==> src/rtl/autobaud_ctrl.sv <==
// -----------------------------------------------------------------------------
// autobaud_ctrl
//
// Configuration controller for the 16x oversampling baud tick generator. It
// owns the generator's divisor register. Software can load the divisor
// directly, or start an auto-baud measurement of a 0x55 sync character on rx.
// The tick period is dvsr+1 clocks and one bit is 16 ticks. The measured
// distance between the 1st and 5th falling edge spans 8 bit times, so
// dvsr+1 = round(N/128).
//
// Optional build macro: AUTOBAUD_CHECK_EN
//   When defined, every falling-edge-to-falling-edge segment after the first
//   must lie within +/-25% of the first one. Otherwise the measurement fails.
//
// Ports:
//   clk      in   clock
//   rst_n    in   asynchronous active-low reset
//   rx       in   raw asynchronous serial line, idle high
//   start    in   one-cycle pulse, begin auto-baud measurement (IDLE only)
//   abort    in   one-cycle pulse, cancel a running measurement
//   sw_wr    in   one-cycle pulse, load sw_dvsr into dvsr (IDLE only)
//   sw_dvsr  in   software divisor value
//   dvsr     out  divisor to the tick generator
//   busy     out  measurement in progress (any state but IDLE)
//   done     out  one-cycle pulse, measured divisor applied this cycle
//   err      out  one-cycle pulse, measurement failed, dvsr unchanged
// -----------------------------------------------------------------------------
module autobaud_ctrl #(
  parameter int WIDTH        = 14,
  parameter int CNT_W        = WIDTH + 8,
  parameter int DEFAULT_DVSR = 26,
  parameter int MIN_DVSR     = 1,
  parameter int TIMEOUT      = 2**(WIDTH+8) - 1
) (
  input  logic             clk,
  input  logic             rst_n,
  input  logic             rx,
  input  logic             start,
  input  logic             abort,
  input  logic             sw_wr,
  input  logic [WIDTH-1:0] sw_dvsr,
  output logic [WIDTH-1:0] dvsr,
  output logic             busy,
  output logic             done,
  output logic             err
);

  typedef enum logic [1:0] {
    IDLE     = 2'd0,
    WAIT_FE1 = 2'd1,
    MEASURE  = 2'd2,
    CALC     = 2'd3
  } state_t;

  localparam logic [CNT_W-1:0] TIMEOUT_C = CNT_W'(TIMEOUT);
  // q must satisfy MIN_DVSR <= q-1 <= 2**WIDTH-1
  localparam logic [CNT_W:0]   Q_MIN_C   = (CNT_W+1)'(MIN_DVSR + 1);
  localparam logic [CNT_W:0]   Q_MAX_C   = (CNT_W+1)'(2**WIDTH);
  localparam logic [CNT_W:0]   HALF_C    = (CNT_W+1)'(64);

  // RX synchronizer and edge detector
  logic rx_meta_r;
  logic rx_sync_r;
  logic rx_prev_r;
  logic fe_s;

  // FSM state and datapath registers
  state_t           state_r;
  state_t           state_n;
  logic [CNT_W-1:0] cnt_r;
  logic [CNT_W-1:0] cnt_n;
  logic [CNT_W-1:0] cnt_inc_s;
  logic [2:0]       edge_r;
  logic [2:0]       edge_n;
  logic [CNT_W-1:0] n_r;
  logic [CNT_W-1:0] n_n;
  logic [WIDTH-1:0] dvsr_r;
  logic [WIDTH-1:0] dvsr_n;
  logic             busy_r;
  logic             done_r;
  logic             done_n;
  logic             err_r;
  logic             err_n;

  // Divisor computation
  logic [CNT_W:0]   sum_s;
  logic [CNT_W:0]   q_s;
  logic             q_ok_s;
  logic             chk_fail_s;

  // Two-flop synchronizer plus one history flop for falling-edge detection
  always_ff @(posedge clk or negedge rst_n) begin
    if (!rst_n) begin
      rx_meta_r <= 1'b1;
      rx_sync_r <= 1'b1;
      rx_prev_r <= 1'b1;
    end else begin
      rx_meta_r <= rx;
      rx_sync_r <= rx_meta_r;
      rx_prev_r <= rx_sync_r;
    end
  end

  assign fe_s      = rx_prev_r & ~rx_sync_r;
  assign cnt_inc_s = cnt_r + CNT_W'(1);

  // round(N/128) = (N+64)>>7, computed one bit wider so the add never wraps
  assign sum_s  = {1'b0, n_r} + HALF_C;
  assign q_s    = {7'd0, sum_s[CNT_W:7]};
  assign q_ok_s = (q_s >= Q_MIN_C) && (q_s <= Q_MAX_C);

`ifdef AUTOBAUD_CHECK_EN
  logic [CNT_W-1:0] seg0_r;
  logic [CNT_W-1:0] seg0_n;
  logic [CNT_W-1:0] last_r;
  logic [CNT_W-1:0] last_n;
  logic [CNT_W-1:0] seg_s;
  logic [CNT_W-1:0] diff_s;

  // cnt_inc_s is the distance from the 1st edge, so a segment is the
  // difference of two consecutive edge stamps
  assign seg_s  = cnt_inc_s - last_r;
  assign diff_s = (seg_s >= seg0_r) ? (seg_s - seg0_r) : (seg0_r - seg_s);
  // Only edges 3..5 are checked; edge 2 defines the reference segment
  assign chk_fail_s = fe_s && (edge_r != 3'd1) &&
                      (diff_s > {2'b00, seg0_r[CNT_W-1:2]});

  // Next-value logic for the reference segment and last edge stamp
  always_comb begin
    seg0_n = seg0_r;
    last_n = last_r;
    if ((state_r == MEASURE) && !abort && fe_s) begin
      last_n = cnt_inc_s;
      if (edge_r == 3'd1) begin
        seg0_n = cnt_inc_s;
      end else begin
        seg0_n = seg0_r;
      end
    end else begin
      last_n = last_r;
    end
  end

  // Segment check registers
  always_ff @(posedge clk or negedge rst_n) begin
    if (!rst_n) begin
      seg0_r <= '0;
      last_r <= '0;
    end else begin
      seg0_r <= seg0_n;
      last_r <= last_n;
    end
  end
`else
  assign chk_fail_s = 1'b0;
`endif

  // Next-state, datapath and output-pulse logic
  always_comb begin
    state_n = state_r;
    cnt_n   = cnt_r;
    edge_n  = edge_r;
    n_n     = n_r;
    dvsr_n  = dvsr_r;
    done_n  = 1'b0;
    err_n   = 1'b0;
    case (state_r)
      IDLE: begin
        // Software write beats start when both arrive together
        if (sw_wr) begin
          dvsr_n = sw_dvsr;
        end else if (start) begin
          state_n = WAIT_FE1;
        end else begin
          state_n = IDLE;
        end
      end
      WAIT_FE1: begin
        if (abort) begin
          state_n = IDLE;
        end else if (fe_s) begin
          cnt_n   = '0;
          edge_n  = 3'd1;
          state_n = MEASURE;
        end else begin
          state_n = WAIT_FE1;
        end
      end
      MEASURE: begin
        if (abort) begin
          state_n = IDLE;
        end else begin
          cnt_n = cnt_inc_s;
          if (fe_s) begin
            if (chk_fail_s) begin
              err_n   = 1'b1;
              state_n = IDLE;
            end else if (edge_r == 3'd4) begin
              // Fifth edge: distance from the first edge is cnt+1
              n_n     = cnt_inc_s;
              state_n = CALC;
            end else begin
              edge_n = edge_r + 3'd1;
            end
          end else if (cnt_inc_s == TIMEOUT_C) begin
            err_n   = 1'b1;
            state_n = IDLE;
          end else begin
            state_n = MEASURE;
          end
        end
      end
      CALC: begin
        state_n = IDLE;
        if (abort) begin
          dvsr_n = dvsr_r;
        end else if (q_ok_s) begin
          dvsr_n = WIDTH'(q_s - (CNT_W+1)'(1));
          done_n = 1'b1;
        end else begin
          err_n = 1'b1;
        end
      end
      default: begin
        state_n = IDLE;
      end
    endcase
  end

  // FSM state, datapath and registered outputs
  always_ff @(posedge clk or negedge rst_n) begin
    if (!rst_n) begin
      state_r <= IDLE;
      cnt_r   <= '0;
      edge_r  <= 3'd0;
      n_r     <= '0;
      dvsr_r  <= WIDTH'(DEFAULT_DVSR);
      busy_r  <= 1'b0;
      done_r  <= 1'b0;
      err_r   <= 1'b0;
    end else begin
      state_r <= state_n;
      cnt_r   <= cnt_n;
      edge_r  <= edge_n;
      n_r     <= n_n;
      dvsr_r  <= dvsr_n;
      busy_r  <= (state_n != IDLE);
      done_r  <= done_n;
      err_r   <= err_n;
    end
  end

  assign dvsr = dvsr_r;
  assign busy = busy_r;
  assign done = done_r;
  assign err  = err_r;

endmodule

==> config.mk <==
export PLATFORM = sky130hd
export DESIGN_NAME = autobaud_ctrl
export DESIGN_NICKNAME = d
export VERILOG_FILES = /design/src/rtl/autobaud_ctrl.sv
export SDC_FILE = /design/constraint.sdc
export NUM_CORES = 1
export LEC_CHECK = 0
export CORE_AREA = 2 2 95 97
export CTS_CLUSTER_SIZE = 10
export DETAILED_ROUTE_END_ITERATION = 16
export DIE_AREA = 0 0 97 99
export PLACE_DENSITY = 0.73
export SYNTH_ARGS = -nofsm -noshare
export SYNTH_HDL_FRONTEND = slang
export SYNTH_SLANG_ARGS = --single-unit
==> constraint.sdc <==
create_clock -name clk -period 4.3 [get_ports clk]
set_input_delay 0.86 -clock clk [delete_from_list [all_inputs] [get_ports clk]]
set_output_delay 0.86 -clock clk [all_outputs]
set_load 0.1 [all_outputs]
### Word-level counts from Yosys, hierarchy flattened

Index checks and enable logic that the tools add are counted.

| word-level totals | value |
|---|---|
| register bits after elaboration | 69 |
| bits in latches | 0 |
| memory bits (writable) | 0 |
| ROM bits | 0 |
| output and inout bits | 17 |
| word-level logic and storage cells | 74 |
| memories kept | 0 |

| operators by class | value |
|---|---|
| add/subtract/negate cells | 4 |
| $mul | 0 |
| divide/modulo/power cells | 0 |
| magnitude comparators | 2 |
| equality and inequality tests | 13 |
| shift operators | 0 |
| mux-type cells | 32 |
| bitwise logic cells | 3 |
| reductions and logical operators | 9 |

Operator list:

| operator | count |
|---|---|
| $mux W22 | 3 |
| $pmux W22 S2 | 1 |
| $mux W14 | 3 |
| $pmux W14 S2 | 1 |
| $add A22 B7 Y23 const B | 1 |
| $add A22 B1 Y22 const B | 1 |
| $eq A22 B22 Y1 const B | 1 |
| $ge A16 B2 Y1 const B | 1 |
| $le A16 B15 Y1 const B | 1 |
| $ne A2 B2 Y1 const B | 8 |
| $mux W3 | 5 |
| $mux W2 | 7 |
| $sub A14 B1 Y14 const B | 1 |
| $reduce_and A4 Y1 | 3 |
| $mux W1 | 9 |
| $pmux W2 S4 | 1 |
| $pmux W3 S2 | 1 |
| $reduce_and A6 Y1 | 1 |
| $reduce_bool A2 Y1 | 3 |
| $eq A2 B2 Y1 const B | 2 |
| $add A3 B1 Y3 const B | 1 |
| $eq A3 B3 Y1 const B | 1 |
| $eq A2 B1 Y1 const B | 1 |
| $logic_not A2 Y1 | 1 |
| other kinds (4) | 5 |

### Longest topological paths before layout

| depth | value |
|---|---|
| depth in word-level cells | 7 |
| depth in mapped cells | 11 |

### Worst setup path after synthesis

OpenSTA, ideal clock, no wires.

| timing | value |
|---|---|
| path type | flip-flop to flip-flop |
| start point | register n_r[6] |
| end point | register dvsr_r[10] (netlist: dvsr[10]) |
| data arrival time | 2860 ps |
| data required time | 4175 ps |
| slack | 1315 ps |
| stages on the path, launching flop included | 11 |
| buffers on the path | 1 |
| clock period less this slack | 2985 ps |
| cell sequence | dfrtp_1 -> ha_1 -> and3_1 -> or4_1 -> a311o_1 -> nor3_4 -> a31oi_2 -> nor3_4 -> a21oi_4 -> buf_8 -> mux2_4 |

| between the ends | value |
|---|---|
| word-level cells in the longest chain between the ends | 5 |

Ends and longest elaborated chain:

| what | RTL line | text |
|---|---|---|
| from (decl) | 75 | `logic [CNT_W-1:0] n_r;` |
| from (signal assigned) | 245 | `n_r <= n_n;` |
| $add A22 B7 Y23 * | 108 | `assign sum_s = {1'b0, n_r} + HALF_C;` |
| $sub A14 B1 Y14, or another cell as far along | 218 | `dvsr_n = WIDTH'(q_s - (CNT_W+1)'(1));` |
| $mux W14 / $logic_and A1 B1 Y1 (equally long branches) | 217, 110 |  |
| $mux W14 / $ne A2 B2 Y1 (equally long branches) | n/a |  |
| $pmux W14 S2 / $reduce_and A4 Y1 (equally long branches) | n/a |  |
| to (signal assigned) | 237 | `dvsr_r <= WIDTH'(DEFAULT_DVSR);` |
| to (signal assigned) | 246 | `dvsr_r <= dvsr_n;` |
| to (decl) | 77 | `logic [WIDTH-1:0] dvsr_r;` |

Mark *: on every way between the ends. The rest lies on a longest branch, timed or not. The select of a mux whose other input is x is not followed.
A chain may end at the register's enable or synchronous reset.

### Worst setup path in the final report

| timing | value |
|---|---|
| start point | register n_r[6] |
| end point | register dvsr_r[0] (netlist: dvsr[0]) |

The elaborated chain is that of the path after synthesis.

==> impl_metrics.csv <==
group,metric,value,unit
cts,clockBufferDepth,2,
sta,post-route-min-period,3.32,ns
synthesis,synth_area_leaders,"dfrtp_1, o21ai_0, xnor2_1",
sta,setup_viol,0,
global_routing,grt_antenna_before_repair,0,
placement,dp.cells,591,
sta,timing.final.crit_share,0.772,
pwr,p_sw_frac,0.434,
cts,clk_pin_slew,0.07,ns
synthesis,yosys.area_share.simple,0.225,
route,post_drt_wl_per_cell,15.0,um
setup_path,path_buf_inv,0,
final_layout,instances_no_fill,607,
setup_path,reg2reg_depth,9,
placement,dp_slack,0.993,ns
die,die-area,9600,um2
cts,cts_tree,"built",
final_layout,n_antenna_cell,0,
cts,cts_sinks,63,
die,start_util,0.490,
setup_path,cp_slowest_cell,"or4_1",
cts,insertion_delay,0.35,ns
final_layout,post-route-util,0.557,
final_layout,nets,521,
cts,cts.repair.resized,0,
synthesis,syn_area,4190,um2
synthesis,syn-num-nets,506,
synthesis,synth_ff_type,"dfrtp_1",
sta,rsz0062_at_grt,"false",
synthesis,synth_fa_ha_area_frac,0.0209,
outcome,outcome,"completed",
die,core,8550,um2
min_path,min_delay_path_depth,0,
synthesis,yosysMostFrequentCell,"dfrtp_1",
setup_path,cp_num_cells,9,
sta,finClkSkew,0.00915,ns
setup_path,worstSetupPathType,"flop to flop",
setup_path,crit_arrival,3.55,ns
pwr,pwr-share-clk,0.246,
pwr,pwr-share-seq,0.336,
global_routing,grt_pass1_wl,15600,um
placement,gp_congestion,0.913,
sta,drv_slew,0,
setup_path,start_kind,"flop",
setup_path,path_max_fanout,14,
route,drcViolationCount,0,
final_layout,fillers,764,
synthesis,ys_seq_area_frac,0.378,
pwr,p_leak,1.92,nW
sta,setup_ws,0.979,ns
route,vias,3508,
synthesis,synth_top_area_cell,"dfrtp_1",
final_layout,layout-drive-gt1-share,0.108,
final_layout,syn2layout_area_growth,13.8,%
global_routing,grt.total_usage,0.197,
cts,cts-hold-fix-buffers,0,
sta,max_freq,0.301,GHz
synthesis,synth_edf_count,0,
synthesis,synth_mux_area_frac,0.0619,
die,fp.dieW,97,um
min_path,min-delay-path-class,"flop to flop",
setup_path,critical_path.top_delay_family,"simple AND/OR/NAND/NOR gates",
pwr,combPwrFrac,0.419,
synthesis,ys_seq_elements,63,
cts,root_buffer,"clkbuf_8",
route,drt_iter0_drc,172,
synthesis,synth_top_family_by_area,"simple AND/OR/NAND/NOR gates",
cts,postCtsSetupBuffers,0,
sta,tightest_slew,1.13,ns
die,std_cell_rows,34,
job,drv_cap,0,
setup_path,worstPathCellList,"ha_1 > nand3_1 > or4_1 > nand3_1 > nand3_1 > nor4_4 > nor3_4 > a21oi_4 > mux2_2",
synthesis,synth.cells.most_frequent,"dfrtp_1, nand2_1, nor2_1",
synthesis,syn_inst,479,
route,ant_nets,0,
sta,holdWs,0.360,ns
die,die_h,99,um
setup_path,critPathMostFrequentCell,"nand3_1",
global_routing,grt_max_degree,46,
sta,max-slew-margin-rel,0.248,
die,pin_count,37,
sta,tns,0,ns
route,routed_via_density,5.78,
placement,hpwl,6440,um
synthesis,synth_area_per_cell,8.74,um2
pwr,p_sw,1.02,mW
global_routing,overflow,0,
placement,place.port_buffers,36,
cts,cts_buffers,9,
route,routed_wl,9090,um
synthesis,synth_compound_area_frac,0.179,
setup_path,cp_slowest_stage_delay,0.60,ns
pwr,p_int,1.33,mW
setup_path,crit_required,4.53,ns
global_routing,grt_pass1_vias,3261,
setup_path,cp-end-kind,"flop",
pwr,ir_drop,242,uV
synthesis,synth_cell_type_count,60,
cts,cts-htree-levels,3,
synthesis,synth-xor-area-share,0.0858,
synthesis,async_flop_share,1.00,
route,drtPass1Iterations,5,
pwr,power-per-cell-area,494,nW/um2
synthesis,synth_top_area_share,0.341,
synthesis,ys_warn_count,0,
sta,hold_viol_final,0,
## kinds of logic (layout without fill, tap and decap cells)
group,Yosys count,in the layout
buf+inv,47,67
xor+xnor,41,41
compound gates,121,121
simple gates,180,180
fa+ha+maj,7,7
mux,20,20
flops,63,63
## worst paths after layout
check	endpoint	startpoint	slack, ns
min in group asynchronous	edge_r[2]	rst_n	0.69
max in group asynchronous	dvsr[4]	rst_n	2.73
setup reg to reg	dvsr[0]	n_r[6]	0.98
setup / recovery	dvsr[0]	n_r[6]	0.98
hold / removal	rx_sync_r	rx_meta_r	0.36
hold reg to reg	rx_sync_r	rx_meta_r	0.36
## cell type report
| cell class | instances | area, um2 | area share |
|---|---|---|---|
| clock inverter | 3 | 67.6 | 0.0142 |
| inverter | 11 | 41.3 | 0.00867 |
| multi-input combinational | 369 | 2400 | 0.504 |
| clock buffer | 13 | 149 | 0.0313 |
| sequential | 63 | 1580 | 0.332 |
| timing repair buffer | 40 | 385 | 0.0809 |
| tap | 108 | 135 | 0.0284 |
## power groups by stage
stage	registers [mW]	logic (mW)	clock network, mW
after floorplan	1.30	0.266	0
after global placement	0.794	0.975	0
after detailed placement	0.802	0.987	0
after CTS	0.790	0.989	0.595
after global routing	0.807	1.02	0.616
final	0.789	0.984	0.578
## per-layer routing
metal	track usage	up-vias	routed length [um]
met1	0.260	1664	4290
met3	0.0482	12	463
met5	0	-	0
met2	0.321	86	4200
li1	-	1746	-
met4	0.0607	0	137
## flip-flops by register name, summed over array words and instances, names as in the netlist, 2 cells and up
| name | count |
|---|---|
| dvsr | 14 |
| edge_r | 3 |
| n_r | 16 |
| cnt_r | 22 |
| state_r | 2 |
## through the flow
| stage | area, um2 | power [mW] |
|---|---|---|
| global route | 4760 | 2.45 |
| finish | 4760 | 2.35 |
| global placement | 4550 | 1.77 |
| detailed placement | 4550 | 1.79 |
| floorplan | 4190 | 1.57 |
| CTS | 4760 | 2.37 |
## worst register-to-register path, delay by kind of cell, from the launching register on
family	cells	cell delay [ns]
AOI/OAI and AO/OA	1	0.44
muxes	1	0.40
DFF	1	0.45
and+or+nand+nor	6	1.61
adders and majority gates	1	0.30
## cell usage in the layout (no fill, tap or decap), types with 3 or more instances in the layout
master | netlist | final
nor3_1 | 8 | 7
and3_1 | 4 | 4
nor4_1 | 7 | 7
dfstp_2 | 6 | 6
and2_1 | 7 | 7
inv_1 | 11 | 11
a21oi_1 | 32 | 32
nand2_1 | 49 | 49
a21o_1 | 3 | 3
a31oi_1 | 8 | 8
nor2b_1 | 4 | 4
dfrtp_1 | 57 | 57
or4_1 | 6 | 6
nor3b_1 | 4 | 4
nand3_1 | 17 | 17
clkbuf_8 | 0 | 10
o21ai_0 | 42 | 42
o31ai_1 | 15 | 15
ha_1 | 7 | 7
nor2_1 | 45 | 45
xor2_1 | 18 | 18
mux2_4 | 10 | 10
mux2_2 | 7 | 7
a32oi_1 | 3 | 3
mux2i_1 | 3 | 3
clkbuf_1 | 25 | 3
xnor2_1 | 23 | 23
nand4_1 | 10 | 10
clkdlybuf4s50_1 | 0 | 35
nand2b_1 | 4 | 4
buf_4 | 2 | 4
(Power assumes the default switching activity.)
